$ cat config.mk
export PLATFORM = sky130hd
export DESIGN_NAME = adc_word_serializer
export DESIGN_NICKNAME = d
export VERILOG_FILES = /design/src/rtl/adc_serdes_pkg.sv /design/src/rtl/adc_word_serializer.sv
export SDC_FILE = /design/constraint.sdc
export NUM_CORES = 1
export LEC_CHECK = 0
export CORE_MARGIN = 5
export CORE_UTILIZATION = 34
export CTS_BUF_LIST = sky130_fd_sc_hd__clkbuf_16
export DETAILED_ROUTE_END_ITERATION = 12
export PLACE_DENSITY_LB_ADDON = 0.05
export SYNTH_ARGS = -nofsm -noshare
export SYNTH_HDL_FRONTEND = slang
export SYNTH_SLANG_ARGS = --single-unit
$ cat constraint.sdc
create_clock -name CLK -period 2.15 [get_ports CLK]
set_clock_uncertainty 0.2 [all_clocks]
set_input_delay 0.215 -clock CLK [delete_from_list [all_inputs] [get_ports CLK]]
set_output_delay 0.215 -clock CLK [all_outputs]
set_load 0.03 [all_outputs]
$ cat src/rtl/adc_serdes_pkg.sv
// Shared constants and types for the ADC-style serial lane (serializer and deserializer sides).
package adc_serdes_pkg;

  localparam int ADC_WORD_W = 8;

  typedef logic [ADC_WORD_W-1:0] adc_word_t;

  localparam adc_word_t ADC_IDLE_PATTERN  = 8'h00;
  localparam adc_word_t ADC_TRAIN_PATTERN = 8'hF0;

  localparam logic [15:0] UNDERRUN_MAX = 16'hFFFF;

  // Source chosen for the shift register at a word boundary.
  typedef enum logic [1:0] {
    LOAD_NONE,
    LOAD_TRAIN,
    LOAD_HOLD,
    LOAD_IDLE
  } load_sel_e;

endpackage

$ cat src/rtl/adc_word_serializer.sv
// Parallel-to-serial lane driver: valid/ready word intake into a one-deep holding
// register, MSB-first shifting gated by CE, frame/word-start decode, training
// pattern override and idle fill with a saturating underrun counter.
module adc_word_serializer
  import adc_serdes_pkg::*;
#(
  parameter int               WIDTH         = ADC_WORD_W,
  parameter logic [WIDTH-1:0] IDLE_PATTERN  = WIDTH'(ADC_IDLE_PATTERN),
  parameter logic [WIDTH-1:0] TRAIN_PATTERN = WIDTH'(ADC_TRAIN_PATTERN)
) (
  input  logic             CLK,
  input  logic             RST,
  input  logic             CE,
  input  logic [WIDTH-1:0] tx_data,
  input  logic             tx_valid,
  output logic             tx_ready,
  input  logic             train,
  output logic             serial_o,
  output logic             frame_o,
  output logic             word_start_o,
  output logic             underrun_o,
  output logic [15:0]      underrun_cnt
);

  localparam int            PW       = $clog2(WIDTH);
  localparam logic [PW-1:0] POS_LAST = PW'(WIDTH - 1);
  localparam logic [PW-1:0] POS_HALF = PW'(WIDTH / 2);

  logic [WIDTH-1:0] shreg;
  logic [WIDTH-1:0] hold;
  logic [PW-1:0]    pos;
  logic             hold_full;
  logic             primed;

  logic             boundary;
  logic             accept;
  logic             flag_underrun;
  logic [WIDTH-1:0] load_word;
  load_sel_e        load_sel;

  function automatic logic [15:0] sat_inc(input logic [15:0] value);
    return (value == UNDERRUN_MAX) ? value : value + 16'd1;
  endfunction

  // Word-boundary decision: which word enters the shift register and whether it is an underrun.
  always_comb begin
    load_sel      = LOAD_NONE;
    load_word     = IDLE_PATTERN;
    flag_underrun = 1'b0;
    boundary      = CE && (pos == POS_LAST);
    // An accept only happens into an empty holding register, so it never races the consume.
    accept        = tx_valid && !hold_full;
    if (boundary) begin
      if (train) begin
        load_sel  = LOAD_TRAIN;
        load_word = TRAIN_PATTERN;
      end else if (hold_full) begin
        load_sel  = LOAD_HOLD;
        load_word = hold;
      end else begin
        load_sel      = LOAD_IDLE;
        load_word     = IDLE_PATTERN;
        // Priming by an accept in this same cycle does not count; primed is the old value.
        flag_underrun = primed;
      end
    end
  end

  // Shift register and bit position; reset parks pos at the last bit so the first CE cycle loads.
  always_ff @(posedge CLK) begin
    if (RST) begin
      shreg <= '0;
      pos   <= POS_LAST;
    end else if (CE) begin
      if (pos == POS_LAST) begin
        shreg <= load_word;
        pos   <= '0;
      end else begin
        shreg <= {shreg[WIDTH-2:0], 1'b0};
        pos   <= pos + PW'(1);
      end
    end
  end

  // Holding-register occupancy and priming; runs every cycle regardless of CE.
  always_ff @(posedge CLK) begin
    if (RST) begin
      hold_full <= 1'b0;
      primed    <= 1'b0;
    end else begin
      if (accept) begin
        hold_full <= 1'b1;
        primed    <= 1'b1;
      end else if (load_sel == LOAD_HOLD) begin
        hold_full <= 1'b0;
      end
    end
  end

  // Holding-register data; its contents are only meaningful while hold_full is set.
  always_ff @(posedge CLK) begin
    if (accept) begin
      hold <= tx_data;
    end
  end

  // Underrun pulse lines up with word_start_o of the idle word; counter saturates.
  always_ff @(posedge CLK) begin
    if (RST) begin
      underrun_o   <= 1'b0;
      underrun_cnt <= '0;
    end else begin
      underrun_o <= flag_underrun;
      if (flag_underrun) begin
        underrun_cnt <= sat_inc(underrun_cnt);
      end
    end
  end

  assign tx_ready     = ~hold_full;
  assign serial_o     = shreg[WIDTH-1];
  assign frame_o      = (pos < POS_HALF);
  assign word_start_o = (pos == '0);

endmodule

==> results of run 1 <==
synthesized netlist by cell type (all sizes together):
library cell,instances
a2111oi,3
a21oi,18
a311oi,3
and3,2
and3b,1
buf,2
clkbuf,8
dfxtp,30
edfxtp,8
ha,5
inv,8
mux2,2
mux2i,1
nand2,14
nand2b,2
nand3,8
nand3b,1
nand4,6
nand4b,1
nor2,19
nor2b,7
nor3,2
nor4,2
nor4b,1
o211ai,3
o21ai,7
o221ai,1
o31ai,6
o41ai,1
or2,1
or3,6
or4,9
cell type report:
type                    instances  share of cell area [%]
multi-input cells             132                    35.0
flip-flops and latches         38                    34.4
repair buffers                 57                    20.5
well taps                      67                    3.36
clock buffers                   5                    5.02
clock inverters                 3                   0.502
inverters                       8                    1.20
worst min path at each step:
stage,endpoint,slack [ps],cells past startpoint
after detailed placement,shreg[0],270,2
after global routing,hold[6],280,1
after global placement,shreg[1],260,2
after floorplan,hold[0],110,0
final,shreg[2],280,2
after CTS,hold[6],280,1
worst min-delay path: stages, from the launching register on:
cell,delay [ps]
dfxtp_1,310
nand2_1,50
a311oi_1,70
sequential cells by signal, summed over array words and instances, names as in the netlist:
register      count
hold              8
pos               3
hold_full         1
shreg             8
underrun_cnt     16
primed            1
underrun_o        1
kinds of logic after synthesis:
| group | count (synthesis) | synth area share [%] |
|---|---|---|
| and+or+nand+nor | 82 | 25.7 |
| muxes | 3 | 1.91 |
| DFF | 38 | 49.3 |
| adders and majority gates | 5 | 3.67 |
| buffers and inverters | 18 | 4.11 |
| AOI/OAI and AO/OA | 42 | 15.4 |
per-stage QoR:
stage | util (%) | total power [mW] | hold WS, ps | setup slack (ps) | TNS (ps)
after floorplan | - | 0.882 | 114 | -15.1 | -32.4
after global placement | 47.3 | 0.955 | 261 | -180 | -1420
after detailed placement | 47.3 | 0.960 | 273 | -243 | -1880
after CTS | 50.6 | 1.66 | 284 | -51.8 | -148
after global routing | 52.1 | 1.72 | 283 | -93.2 | -589
final | 52.1 | 1.64 | 279 | -18.1 | -44.0
routing by layer:
metal / GRT usage, % / part of all wire, %
met5: 0 / 0
met4: 5.07 / 0.65
met3: 3.44 / 4.4
met2: 22.7 / 50
met1: 15.8 / 45
what timing repair did:
action | 4_1_cts | 5_1_grt
pin swaps | 4 | 3
setup buffers | 0 | 6
endpoints found under the hold margin | 0 | 0
gates resized for setup | 5 | 6
endpoints found under the setup margin | 9 | 12
where the power goes:
part           total (mW)  switching, mW  internal (mW)
Combinational       0.176         0.0909         0.0852
Clock               0.687          0.268          0.419
Sequential          0.773         0.0159          0.757
==> metrics.md, run 1 <==
| Metric | Value |
|---|---|
| Status | finished with violations |
| Violated checks | setup timing |
| Critical Path RT | 2160 ps |
| Initial drt markers | 66 |
| Crit-path max FO | 5 |
| Share of cells above drive strength 1 | 21.8% |
| Critical Path Stages | 6 |
| Reg2Reg Depth | 6 |
| CP Launch Point | pos[1] |
| Core box area | 0.00479 mm^2 |
| Sequential Area | 858 um^2 |
| Area contributors post-synth | dfxtp_1, edfxtp_1, a21oi_1 |
| Wire length of the first global-routing pass | 6.76 mm |
| Placed Area | 0.00226 mm^2 |
| Initial core utilization | 35.7% |
| Crit-path leading delay family | simple AND/OR/NAND/NOR gates |
| Syn_area_per_cell | 9.08 um^2 |
| CP max stage delay | 580 ps |
| Mapped Area | 0.00171 mm^2 |
| Clk_lat worst skew | 280 ps |
| Overall Global Routing Usage | 13.2% |
| Area Overhead vs Synth | 46.1% |
| ANT cells | 0 |
| Max transition margin | 65.9% |
| Area leader, netlist | dfxtp_1 |
| Fin nets | 260 |
| Min cycle time layout | 2170 ps |
| Maxcap violations | 0 |
| Total CTS buffers | 5 |
| DP Wirelength | 2.94 mm |
| Critical Path AT | 2180 ps |
| Unrepaired setup endpoints after global routing | yes |
| Via density | 5.08 |
| Vias in the first global route | 1511 |
| Cell Count, Final, Fillers Out | 310 |
| Inst Count DP | 296 |
| Yosys reg bits | 38 |
| Residual DRC | 0 |
| Wire length per cell | 13.0 um |
| Reg clk slew, reported paths | 60 ps |
| Area share of the largest cell type after synthesis | 35.2% |
| Worst R2R Setup Slack | -20 ps |
| Crit path to | underrun_cnt[14] |
| Clk sink count | 38 |
| Vias post-DR | 1576 |
| VDD IR-drop max | 0.000349 V |
| PnR worst setup slack | -18.1 ps |
| GPL Wtd Cong | 0.792 |
| Die Wd | 80.9 um |
| Crit path capture type | flop |
| WP buf/inv | 0 |
| CP max-delay cell | or4_4 |
| Multi-input logic area | 873 um^2 |
| RR Endpoint | underrun_cnt[14] |
| Fin crit share | 101% |
| Drt first pass iters | 4 |
| CTS hold repair buffers | 0 |
| Tightest Pin Transition | 510 ps |
| Final setup viols | 3 |
| HP Start | shreg[1] |
| Fillers | 461 |
| Area of the die | 0.00654 mm^2 |
| Final slew viol count | 0 |
| Routed Antenna Nets | 0 |
| Mapped Nets | 206 |
| Fin area | 0.00249 mm^2 |
| Seq/Total Area, Yosys | 49.3% |
| Max Buffers Root-to-Sink | 2 |
| CTS root buffer | clkbuf_16 |
| Cell leakage power | 0.880 nW |
| Rows | 25 |
| Ports | 34 |
| Largest net degree at the start of global routing | 23 |
| Setup CP Type | reg -> reg |
| Nature of the critical path startpoint | flop |
| # port buffers | 33 |
| Commonest cells after routing, fill and taps aside | clkdlybuf4s50_1, buf_4, dfxtp_1 |
| CTS tree | built |
| Worst hold path type | reg -> reg |
| Critical-path cell list | ha_4 -> ha_4 -> nand3b_1 -> or4_4 -> or4_4 -> a21oi_2 |
| PD cells | 656 mW/mm^2 |
| Die Height | 80.9 um |
| Final Hold Vio Count | 0 |
| CTS H-tree lvls | 2 |
| Final WL | 4.03 mm |
| FF-to-FF Start | pos[1] |
| Synthesized instance count | 188 |
| Leading cell type in the layout, fill and taps excluded | clkdlybuf4s50_1 |
| Initial antenna violation count | 0 |
| Synth cell types | 33 |
| GRT overflow | 0 |
| YS warnings | 0 |
| Achievable Freq | 461 MHz |
Note: power is estimated with default switching activity, not from simulation.
==> inputs of run 2 (changes only) <==
- CORE_UTILIZATION: 34 -> 35
- MAX_ROUTING_LAYER: default -> met4
==> run 2 against run 1 <==
Net effect:
- the run still ends with setup timing left
- setup slack lost 53 ps
- final cell count shrank 1.6%
- global-route usage grew 0.72 points
- register-to-register slack lost 50 ps
- critical path type unchanged
- highest routed layer unchanged
==> metrics.md, run 2 (synthesis results as in run 1) <==
| Metric | Value |
|---|---|
| Wire length of the first global-routing pass | 6.78 mm |
| Final Core Density | 52.8% |
| Vias in the first global route | 1547 |
| Crit path capture type | flop |
| Initial antenna violation count | 0 |
| Cell Count, Final, Fillers Out | 305 |
| Via density | 5.19 |
| Critical Path RT | 2170 ps |
| Die Height | 79.8 um |
| CTS H-tree lvls | 2 |
| Wire length per cell | 13.3 um |
| Vias post-DR | 1583 |
| Clk sink count | 38 |
| CTS hold repair buffers | 0 |
| CTS tree | built |
| Tightest Pin Transition | 620 ps |
| Initial drt markers | 52 |
| Max transition margin | 58.5% |
| DP Wirelength | 3.02 mm |
| Initial core utilization | 36.1% |
| HP Start | shreg[2] |
| Fin nets | 255 |
| Total CTS buffers | 5 |
| Final WL | 4.05 mm |
| Reg2Reg Depth | 6 |
| FF-to-FF Start | pos[0] |
| Leading cell type in the layout, fill and taps excluded | clkdlybuf4s50_1 |
| PD cells | 658 mW/mm^2 |
| Overall Global Routing Usage | 13.9% |
| Unrepaired setup endpoints after global routing | yes |
| Share of cells above drive strength 1 | 23.5% |
| Clk_lat worst skew | 280 ps |
| Largest net degree at the start of global routing | 23 |
| Hold Path Sink | shreg[3] |
| Top Registers | underrun_cnt (16), hold (8), shreg (8) |
| Residual DRC | 0 |
| Setup CP Type | reg -> reg |
| Max FFs per register | 16 |
| Violated checks | setup timing |
| Final slew viol count | 0 |
| Most flops, register | underrun_cnt |
| Reg clk slew, reported paths | 50 ps |
| Ports | 34 |
| CTS root buffer | clkbuf_16 |
| PnR worst setup slack | -71.2 ps |
| Core box area | 0.00472 mm^2 |
| Final setup viols | 5 |
| Rows | 25 |
| GPL Wtd Cong | 0.789 |
| # port buffers | 33 |
| WHS Path Cells | 2 |
| Worst R2R Setup Slack | -70 ps |
| Setup_tns | -172 ps |
| Commonest cells after routing, fill and taps aside | clkdlybuf4s50_1, dfxtp_1, nor2_1, buf_4 |
| Worst hold path type | reg -> reg |
| Sequential Area | 858 um^2 |
| Pre-CTS worst setup slack | -211 ps |
| RR Endpoint | underrun_cnt[14] |
| Inst Count DP | 296 |
| ANT cells | 0 |
| Die Wd | 79.8 um |
| Drt first pass iters | 4 |
| Status | finished with violations |
| Min cycle time layout | 2220 ps |
| Crit-path max FO | 5 |
| Achievable Freq | 450 MHz |
| Maxcap violations | 0 |
| Area of the die | 0.00637 mm^2 |
| Final Hold Vio Count | 0 |
| Cell leakage power | 0.871 nW |
| Power Total | 1.64 mW |
| Critical Path AT | 2240 ps |
| Fillers | 426 |
| Multi-input logic area | 910 um^2 |
| Routed Antenna Nets | 0 |
| GRT overflow | 0 |
| Nature of the critical path startpoint | flop |
| VDD IR-drop max | 0.000498 V |
| Area Overhead vs Synth | 46.0% |
| Max Buffers Root-to-Sink | 2 |
| Fin crit share | 103% |
run 2: what timing repair did:
| action | in CTS | in global routing |
|---|---|---|
| pin swaps | 2 | 6 |
| setup endpoints to repair | 7 | 11 |
| gates resized for setup | 1 | 18 |
| buffers inserted | 0 | 1 |
run 2: final cells by class:
type	instances	share of cell area [%]
clock inverters	3	0.502
inverters	8	1.20
clock buffers	5	5.02
multi-input cells	132	36.5
repair buffers	52	19.0
flip-flops and latches	38	34.4
well taps	67	3.36
run 2: per-layer routing:
| layer | up-vias | GRT usage (%) | routed length, um | part of all wire (%) |
|---|---|---|---|---|
| met1 | 743 | 15.3 | 1720 | 42 |
| met3 | 7 | 3.50 | 204 | 5.0 |
| met5 | - | - | 0 | 0 |
| met2 | 39 | 23.7 | 2040 | 50 |
| li1 | 794 | - | - | - |
| met4 | 0 | 6.42 | 81 | 2.0 |
run 2: stage by stage:
step | hold slack, ps | cell area (um^2)
after detailed placement | 275 | 2260
after floorplan | 114 | 1760
after global placement | 262 | 2260
after global routing | 285 | 2490
after CTS | 285 | 2410
final | 283 | 2490
run 2: critical path, cell delays in order, from the launching register on:
cell	delay, ps
dfxtp_2	350
ha_4	150
ha_4	130
nand3b_1	160
or4_4	620
or4_4	430
a21oi_2	130
run 2: worst max path at each step:
| stage | from | to | depth (start not counted) |
|---|---|---|---|
| 2_1_floorplan | underrun_cnt[4] | underrun_cnt[15] | 5 |
| 3_3_place_gp | CE | underrun_cnt[10] | 5 |
| 3_5_place_dp | CE | underrun_cnt[10] | 5 |
| 4_1_cts | pos[0] | underrun_cnt[10] | 6 |
| 5_1_grt | pos[0] | underrun_cnt[14] | 6 |
| 6_report | pos[0] | underrun_cnt[14] | 6 |
run 2: power by group:
part	internal, mW	switching [mW]	leakage [nW]
sequential	0.757	0.0163	0.325
clock	0.418	0.272	0.0724
combinational	0.0852	0.0910	0.474
